==> src/rtl/ulpi_reg_arbiter.sv <==
// Round-robin arbiter funnelling two register-write clients into one ULPI write engine.
// Launch is registered (one edge after REQ); ACK pulses one cycle after engine BUSY falls or on timeout.
module ulpi_reg_arbiter #(
  parameter int unsigned TIMEOUT = 1023
) (
  input  logic       clk,
  input  logic       rst,
  input  logic       REQ0,
  input  logic       REQ1,
  input  logic [5:0] ADDR0,
  input  logic [5:0] ADDR1,
  input  logic [7:0] DATA0,
  input  logic [7:0] DATA1,
  output logic       ACK0,
  output logic       ACK1,
  output logic       ERR,
  output logic [1:0] GNT,
  output logic       BUSY,
  input  logic       DIR,
  output logic       WR_START,
  output logic [5:0] WR_ADDR,
  output logic [7:0] WR_DATA,
  input  logic       WR_BUSY,
  output logic       ENG_RST
);

  typedef enum logic [1:0] {IDLE, WAIT_BUSY, WAIT_DONE, DONE} state_t;

  localparam logic [15:0] TMO = 16'(TIMEOUT);

  state_t      state_q;
  logic        last_q;
  logic [15:0] cnt_q;
  logic        ack0_q, ack1_q, err_q, eng_rst_q, wr_start_q;
  logic [1:0]  gnt_q;
  logic [5:0]  wr_addr_q;
  logic [7:0]  wr_data_q;

  logic        launch_d;
  logic        win1_d;
  logic [15:0] cnt_d;
  logic        tmo_d;

  // On a tie the client that did not win last time takes the grant.
  always_comb begin
    launch_d = (REQ0 | REQ1) & ~DIR & ~WR_BUSY;
    win1_d   = REQ1 & (~REQ0 | ~last_q);
    cnt_d    = cnt_q + 16'd1;
    tmo_d    = (cnt_d == TMO);
  end

  always_ff @(posedge clk or posedge rst) begin
    if (rst) begin
      state_q    <= IDLE;
      last_q     <= 1'b1;
      cnt_q      <= '0;
      ack0_q     <= 1'b0;
      ack1_q     <= 1'b0;
      err_q      <= 1'b0;
      eng_rst_q  <= 1'b0;
      wr_start_q <= 1'b0;
      gnt_q      <= '0;
      wr_addr_q  <= '0;
      wr_data_q  <= '0;
    end else begin
      ack0_q     <= 1'b0;
      ack1_q     <= 1'b0;
      err_q      <= 1'b0;
      eng_rst_q  <= 1'b0;
      wr_start_q <= 1'b0;
      case (state_q)
        IDLE: begin
          if (launch_d) begin
            state_q    <= WAIT_BUSY;
            gnt_q      <= {win1_d, ~win1_d};
            last_q     <= win1_d;
            wr_addr_q  <= win1_d ? ADDR1 : ADDR0;
            wr_data_q  <= win1_d ? DATA1 : DATA0;
            wr_start_q <= 1'b1;
            cnt_q      <= '0;
          end
        end
        WAIT_BUSY, WAIT_DONE: begin
          cnt_q <= cnt_d;
          // A timeout coinciding with BUSY falling is still reported as an error.
          if (tmo_d) begin
            state_q   <= DONE;
            ack0_q    <= gnt_q[0];
            ack1_q    <= gnt_q[1];
            err_q     <= 1'b1;
            eng_rst_q <= 1'b1;
          end else if (state_q == WAIT_BUSY) begin
            if (WR_BUSY) state_q <= WAIT_DONE;
          end else if (!WR_BUSY) begin
            state_q <= DONE;
            ack0_q  <= gnt_q[0];
            ack1_q  <= gnt_q[1];
          end
        end
        default: begin
          state_q <= IDLE;
          gnt_q   <= '0;
        end
      endcase
    end
  end

  assign ACK0     = ack0_q;
  assign ACK1     = ack1_q;
  assign ERR      = err_q;
  assign ENG_RST  = eng_rst_q;
  assign GNT      = gnt_q;
  assign BUSY     = (state_q != IDLE);
  assign WR_START = wr_start_q;
  assign WR_ADDR  = wr_addr_q;
  assign WR_DATA  = wr_data_q;

endmodule

==> config.mk <==
export PLATFORM = sky130hd
export DESIGN_NAME = ulpi_reg_arbiter
export DESIGN_NICKNAME = d
export VERILOG_FILES = /design/src/rtl/ulpi_reg_arbiter.sv
export SDC_FILE = /design/constraint.sdc
export NUM_CORES = 1
export LEC_CHECK = 0
export CAP_MARGIN = 5
export CORE_MARGIN = 3
export CORE_UTILIZATION = 35
export DETAILED_ROUTE_END_ITERATION = 8
export PLACE_DENSITY_LB_ADDON = 0.12
export REMOVE_ABC_BUFFERS = 1
export SLEW_MARGIN = 10
export SYNTH_ARGS = -nofsm -noshare
export SYNTH_HDL_FRONTEND = slang
export SYNTH_SLANG_ARGS = --single-unit
==> constraint.sdc <==
create_clock -name clk -period 7.34 [get_ports clk]
set_clock_uncertainty 0.15 [all_clocks]
set_input_delay 1.468 -clock clk [delete_from_list [all_inputs] [get_ports clk]]
set_output_delay 1.468 -clock clk [all_outputs]
set_load 0.05 [all_outputs]
==> results of run 1 <==
==> cells by family (layout without fill, tap and decap cells) <==
kind of cell,count (synthesis),in the layout,synth area share (%)
simple gates,80,80,19.4
mux,18,18,8.74
buf+inv,20,74,3.90
compound gates,53,53,14.6
xor+xnor,8,8,3.26
fa+ha+maj,8,8,4.66
flops,39,39,45.5
==> routing by layer <==
metal,vias to the layer above,global-route usage [%],share of wire (%)
met4,0,4.75,1.5
met1,832,18.5,47
li1,894,-,-
met5,-,0,0
met2,36,22.7,46
met3,7,4.12,5.5
==> worst max-delay path, stage by stage <==
cell and delay, ns:
clkdlybuf4s50_1 0.44, nor2_1 0.14, or3_1 0.15, or2_1 0.62, inv_1 0.20, a21oi_2 0.58, o21ai_0 0.19, o31ai_1 0.10
==> stage by stage <==
step / worst slack, ns / power (µW)
6_report: 3.47 / 1040
3_5_place_dp: 2.76 / 900
2_1_floorplan: 3.54 / 707
5_1_grt: 3.08 / 1120
4_1_cts: 3.05 / 1050
3_3_place_gp: 2.83 / 893
==> sequential cells by signal, indices dropped and copies added, names as in the netlist <==
register and cells:
cnt_q 16, WR_DATA 8, WR_ADDR 6, GNT 2, state_q 2, ACK0 1
ACK1 1, ENG_RST 1, WR_START 1, last_q 1
==> layout make-up <==
type                            count  area share [%]
Sequential cell                    39            34.3
Tap cell                           72            3.16
Multi-Input combinational cell    167            38.5
Clock inverter                      2           0.440
Inverter                            9            1.19
Clock buffer                        6            2.55
Timing Repair Buffer               57            19.9
==> Yosys cell counts, types with 2 or more instances <==
cell type / n
a21oi_1: 5
and2_1: 3
and3_1: 3
buf_4: 2
clkbuf_1: 7
dfrtp_1: 38
ha_1: 8
inv_1: 9
mux2i_1: 15
nand2_1: 32
nand2b_1: 3
nand3_1: 2
nand4_1: 4
nand4b_1: 2
nor2_1: 15
nor3_1: 2
o21ai_0: 35
o31ai_1: 6
or3_1: 3
xnor2_1: 5
xor2_1: 3
==> final timing paths <==
path                                  from          to  cells past startpoint
worst max-delay path                  REQ0    cnt_q[3]                      8
worst min-delay path            WR_ADDR[1]  WR_ADDR[1]                      2
max in group asynchronous              rst      last_q                      3
min in group asynchronous              rst    cnt_q[9]                      3
worst min register to register  WR_ADDR[1]  WR_ADDR[1]                      2
worst max register to register  state_q[0]    cnt_q[3]                      8
==> cell usage in the layout, fill, tap and decap left out, types with 2 or more instances in the layout <==
| master | count |
|---|---|
| nand3_1 | 2 |
| xnor2_1 | 5 |
| buf_4 | 2 |
| clkbuf_8 | 5 |
| nor2_1 | 15 |
| o21ai_0 | 35 |
| clkdlybuf4s50_1 | 55 |
| mux2i_1 | 15 |
| inv_1 | 9 |
| nand4_1 | 4 |
| dfrtp_1 | 38 |
| a21oi_1 | 4 |
| o31ai_1 | 6 |
| xor2_1 | 3 |
| nand4b_1 | 2 |
| and2_1 | 3 |
| nand2b_1 | 3 |
| ha_1 | 8 |
| nand2_1 | 32 |
| and3_1 | 3 |
| or3_1 | 3 |
| nor3_1 | 2 |
==> power by group through the flow <==
stage                     Sequential [µW]  Combinational [µW]  Clock [µW]
after global routing                  338                 623         158
after global placement                333                 561           0
final                                 328                 564         143
after detailed placement              332                 568           0
after CTS                             329                 570         149
after floorplan                       474                 233           0
==> results.json, run 1 <==
{
  "outcome": "complete, no violations",
  "hold_buffers": 0,
  "drt.antenna.violating_nets": 0,
  "p_leak_uw": 0.00121,
  "arrival_ns": 3.90,
  "grt_pass1_vias": 1720,
  "p_seq_share_pct": 31.7,
  "place_congestion": 0.714,
  "critPathRequiredTime_ns": 7.38,
  "place_area_um2": 2760,
  "cts_tree": "built",
  "period_share_pct": 52.7,
  "hold_viol": 0,
  "dr_total_vias": 1769,
  "power.share.switching_pct": 47.7,
  "diodes": 0,
  "synth_top_area_share_pct": 44.3,
  "wl_per_cell_um": 13.6,
  "ios": 56,
  "crit_type": "in2reg",
  "layout-drive-gt1-share_pct": 7.14,
  "antenna_found_initial": 0,
  "yosysWarnings": 0,
  "routed_wl_mm": 4.78,
  "netlist_instances": 226,
  "dieArea_um2": 7110,
  "cts_inserted_buffers": 5,
  "core_region_area_um2": 5710,
  "fmaxAchievable_ghz": 0.259,
  "grt_use_total_pct": 14.2,
  "fp.dieH_um": 84.3,
  "combPwrFrac_pct": 54.5,
  "fin_area_um2": 2850,
  "globalRouteOverflowTotal": 0,
  "clk_latency_ns": 0.30,
  "area.sequential_um2": 977,
  "fin_hold_ws_ns": 0.332,
  "fin_cells": 352,
  "nets": 321,
  "syn_area_per_cell_um2": 9.51,
  "synth_area_leaders": "dfrtp_1 (44%), o21ai_0 (8.2%), mux2i_1 (7.0%)",
  "viasPerCell": 5.03,
  "cts_resized": 0,
  "ir_drop_mv": 0.165,
  "netlist_area_um2": 2150,
  "start_util_pct": 37.6,
  "ys_types": 45,
  "slew_viol_final": 0,
  "die_w_um": 84.3,
  "htree_levels": 2,
  "end_kind": "register",
  "rsz0062_at_grt": "false",
  "route.detailed.drc": 0,
  "multi_input_area_um2": 1090,
  "worstMarginPinSlew_ns": 1.10,
  "max_cap_viol_count": 0,
  "synth_area_leader_cell": "dfrtp_1",
  "finalCriticalPeriod_ns": 3.87,
  "ys_async_sr_fraction_pct": 100,
  "ys_seq_area_share_pct": 45.5,
  "post_cts.repair.setup_buffers": 0,
  "synth_flop_cell": "dfrtp_1",
  "area_delta_synth_final_pct": 32.5,
  "relSlewSlack_pct": 26.1,
  "dr.pass1.iters": 4,
  "setup_violations": 0,
  "setup_tns_ns": 0,
  "synth-edff-count": 0,
  "path_max_fanout": 29,
  "post-place-cells": 344,
  "power_frac_clock_pct": 13.9,
  "grt_pass1_wl_mm": 8.27,
  "hp-class": "reg2reg",
  "synth_seq_cells": 39,
  "cts.sinks": 39,
  "cts-root-buf": "clkbuf_8",
  "cts.clk_slew.worst_paths_ns": 0.07,
  "rrSetupSlack_ns": 4.42,
  "grt_max_degree": 40,
  "dpl.hpwl_mm": 3.40,
  "power.density_nw_per_um2": 364,
  "final_core_util_pct": 49.9,
  "fillers": 542,
  "clock_path_buffers": 2,
  "numPortBuffers": 55,
  "switchingPower_uw": 494,
  "drt_iter0_drc": 77,
  "internal_power_uw": 541,
  "critPathLaunchType": "primary input",
  "rows": 27
}
Power figures use the tool's default switching activity.
==> inputs of run 2 (changes only) <==
==> constraint.sdc (replaced) <==
create_clock -name clk -period 3.95 [get_ports clk]
set_clock_uncertainty 0.15 [all_clocks]
set_input_delay 0.79 -clock clk [delete_from_list [all_inputs] [get_ports clk]]
set_output_delay 0.79 -clock clk [all_outputs]
set_load 0.05 [all_outputs]
==> run 2 against run 1 <==
Core utilization rose by 0.57 points. Combinational power increased by 84%. Worst setup slack got worse by 2.5 ns. Critical path depth stayed put. Hold slack got worse by 0.0018 ns. Non-clock buffer count rose by 2. Clock power increased by 130%. First-iteration DRC count shrank 17%. Power increased by 91%. Critical endpoint is now cnt_q[12]. Count of clock-buffer cells in the layout grew 1.
==> results.json, run 2 (synthesized netlist as in run 1, its figures left out) <==
{
  "rr_endpoint": "cnt_q[12]",
  "layout-drive-gt1-share_pct": 7.09,
  "drt_iter0_drc": 64,
  "path_max_fanout": 16,
  "fin_area_um2": 2880,
  "rr_worst_depth": 8,
  "start_util_pct": 37.6,
  "rsz0062_at_grt": "false",
  "top_register": "cnt_q",
  "ir_drop_mv": 0.325,
  "viasPerCell": 4.97,
  "cts.clk_slew.worst_paths_ns": 0.07,
  "critical_path.top_delay_family": "compound AO/OA/AOI/OAI gates",
  "reg2reg_from": "state_q[0]",
  "area_delta_synth_final_pct": 34.0,
  "place_congestion": 0.742,
  "p_leak_uw": 0.00123,
  "arrival_ns": 2.99,
  "dr.pass1.iters": 4,
  "htree_levels": 2,
  "diodes": 0,
  "end_kind": "register",
  "nets": 323,
  "min_from": "WR_DATA[5]",
  "clk_latency_ns": 0.29,
  "fmaxAchievable_ghz": 0.337,
  "path_buf_inv": 2,
  "p_seq_share_pct": 30.8,
  "fp.dieH_um": 84.3,
  "switchingPower_uw": 909,
  "grt_pass1_wl_mm": 8.09,
  "antenna_found_initial": 0,
  "crit_type": "in2reg",
  "period_share_pct": 75.1,
  "setup_tns_ns": 0,
  "place_area_um2": 2770,
  "drt.antenna.violating_nets": 0,
  "cts_inserted_buffers": 5,
  "wl_per_cell_um": 13.4,
  "routed_wl_mm": 4.76,
  "power.density_nw_per_um2": 688,
  "globalRouteOverflowTotal": 0,
  "mostFrequentLayoutCell": "clkdlybuf4s50_1",
  "max_cap_viol_count": 0,
  "internal_power_uw": 1070,
  "outcome": "complete, no violations",
  "core_region_area_um2": 5710,
  "grt_use_total_pct": 13.8,
  "critPathLaunchType": "primary input",
  "relSlewSlack_pct": 19.1,
  "route.detailed.drc": 0,
  "worst_path_max_delay_cell": "a21oi_1",
  "slew_viol_final": 0,
  "hold_buffers": 0,
  "cts_resized": 0,
  "dpl.hpwl_mm": 3.45,
  "worstMarginPinSlew_ns": 1.21,
  "dr_total_vias": 1761,
  "mostFrequentLayoutCells": "clkdlybuf4s50_1 (55), dfrtp_1 (38), o21ai_0 (35)",
  "setup_violations": 0,
  "hp-class": "reg2reg",
  "post_cts.repair.setup_buffers": 0,
  "min_to": "WR_DATA[5]",
  "cts_tree": "built",
  "cts.sinks": 39,
  "path_cells": "clkdlybuf4s50_1 > nor2_1 > or3_1 > or2_1 > inv_1 > a21oi_1 > o21ai_0 > o31ai_1",
  "power_frac_clock_pct": 16.5,
  "numPortBuffers": 55,
  "min_path_cells": 2,
  "dieArea_um2": 7110,
  "rrSetupSlack_ns": 1.29,
  "cts-root-buf": "clkbuf_8",
  "critical-path-max-stage-delay_ns": 0.92,
  "critPathRequiredTime_ns": 3.98,
  "rows": 27,
  "grt_max_degree": 40,
  "clock_path_buffers": 2,
  "ios": 56,
  "power.share.switching_pct": 45.9,
  "combPwrFrac_pct": 52.8,
  "die_w_um": 84.3,
  "finalCriticalPeriod_ns": 2.97,
  "largest_reg_flops": 16,
  "grt_pass1_vias": 1747,
  "hold_viol": 0
}
-- run 2: changes by cell type in the layout (fill, tap and decap cells not counted) --
cell	delta
a21oi_1	+1
clkinvlp_4	-1
clkinv_2	-1
buf_4	+2
clkbuf_1	+1
a21oi_2	-1
bufinv_16	+1
-- run 2: worst max-delay path by stage --
stage                    start         end  slack [ns]  cells past startpoint
floorplan                 REQ1  WR_ADDR[0]        0.83                      3
global placement          REQ0    cnt_q[8]        0.80                      8
detailed placement        REQ0   cnt_q[12]        0.70                      8
CTS                 state_q[0]        BUSY        0.96                      4
global route              REQ0    cnt_q[8]        0.80                      8
finish                    REQ0   cnt_q[12]        0.98                      8
-- run 2: power groups by stage --
stage	Combinational, µW	Sequential, µW	Clock [µW]
finish	1040	609	326
global route	1150	627	353
CTS	1060	611	336
floorplan	433	880	0
global placement	1050	615	0
detailed placement	1060	617	0
-- run 2: tightest hold or removal path, stage by stage (launching register included) --
cell and delay (ns):
dfrtp_1 0.35, nand2_1 0.04, o21ai_0 0.06
-- run 2: stage by stage --
stage / power (µW) / std cells / utilization [%] / setup slack (ns) / hold slack (ns)
final: 1980 / 354 / 50.4 / 0.982 / 0.330
after global routing: 2120 / 354 / 50.4 / 0.804 / 0.358
after CTS: 2000 / 354 / 50.4 / 0.959 / 0.339
after detailed placement: 1670 / 346 / 48.6 / 0.697 / 0.320
after global placement: 1660 / 346 / 48.6 / 0.801 / 0.312
after floorplan: 1310 / 215 / - / 0.828 / 0.312
-- run 2: layout make-up --
| cell class | instances | area (µm²) |
|---|---|---|
| flip-flops and latches | 39 | 977 |
| fillers | 549 | 2830 |
| well taps | 72 | 90.1 |
| clock buffers | 7 | 76.3 |
| multi-input cells | 167 | 1090 |
| repair buffers | 59 | 581 |
| clock inverters | 1 | 30.0 |
| inverters | 9 | 33.8 |
-- run 2: metal layers --
layer	vias up	part of all wire, %	track usage (%)
met5	-	0	0
met4	0	1.1	3.45
met3	5	4.5	4.02
met2	30	49	23.5
met1	828	45	17.4
li1	898	-	-
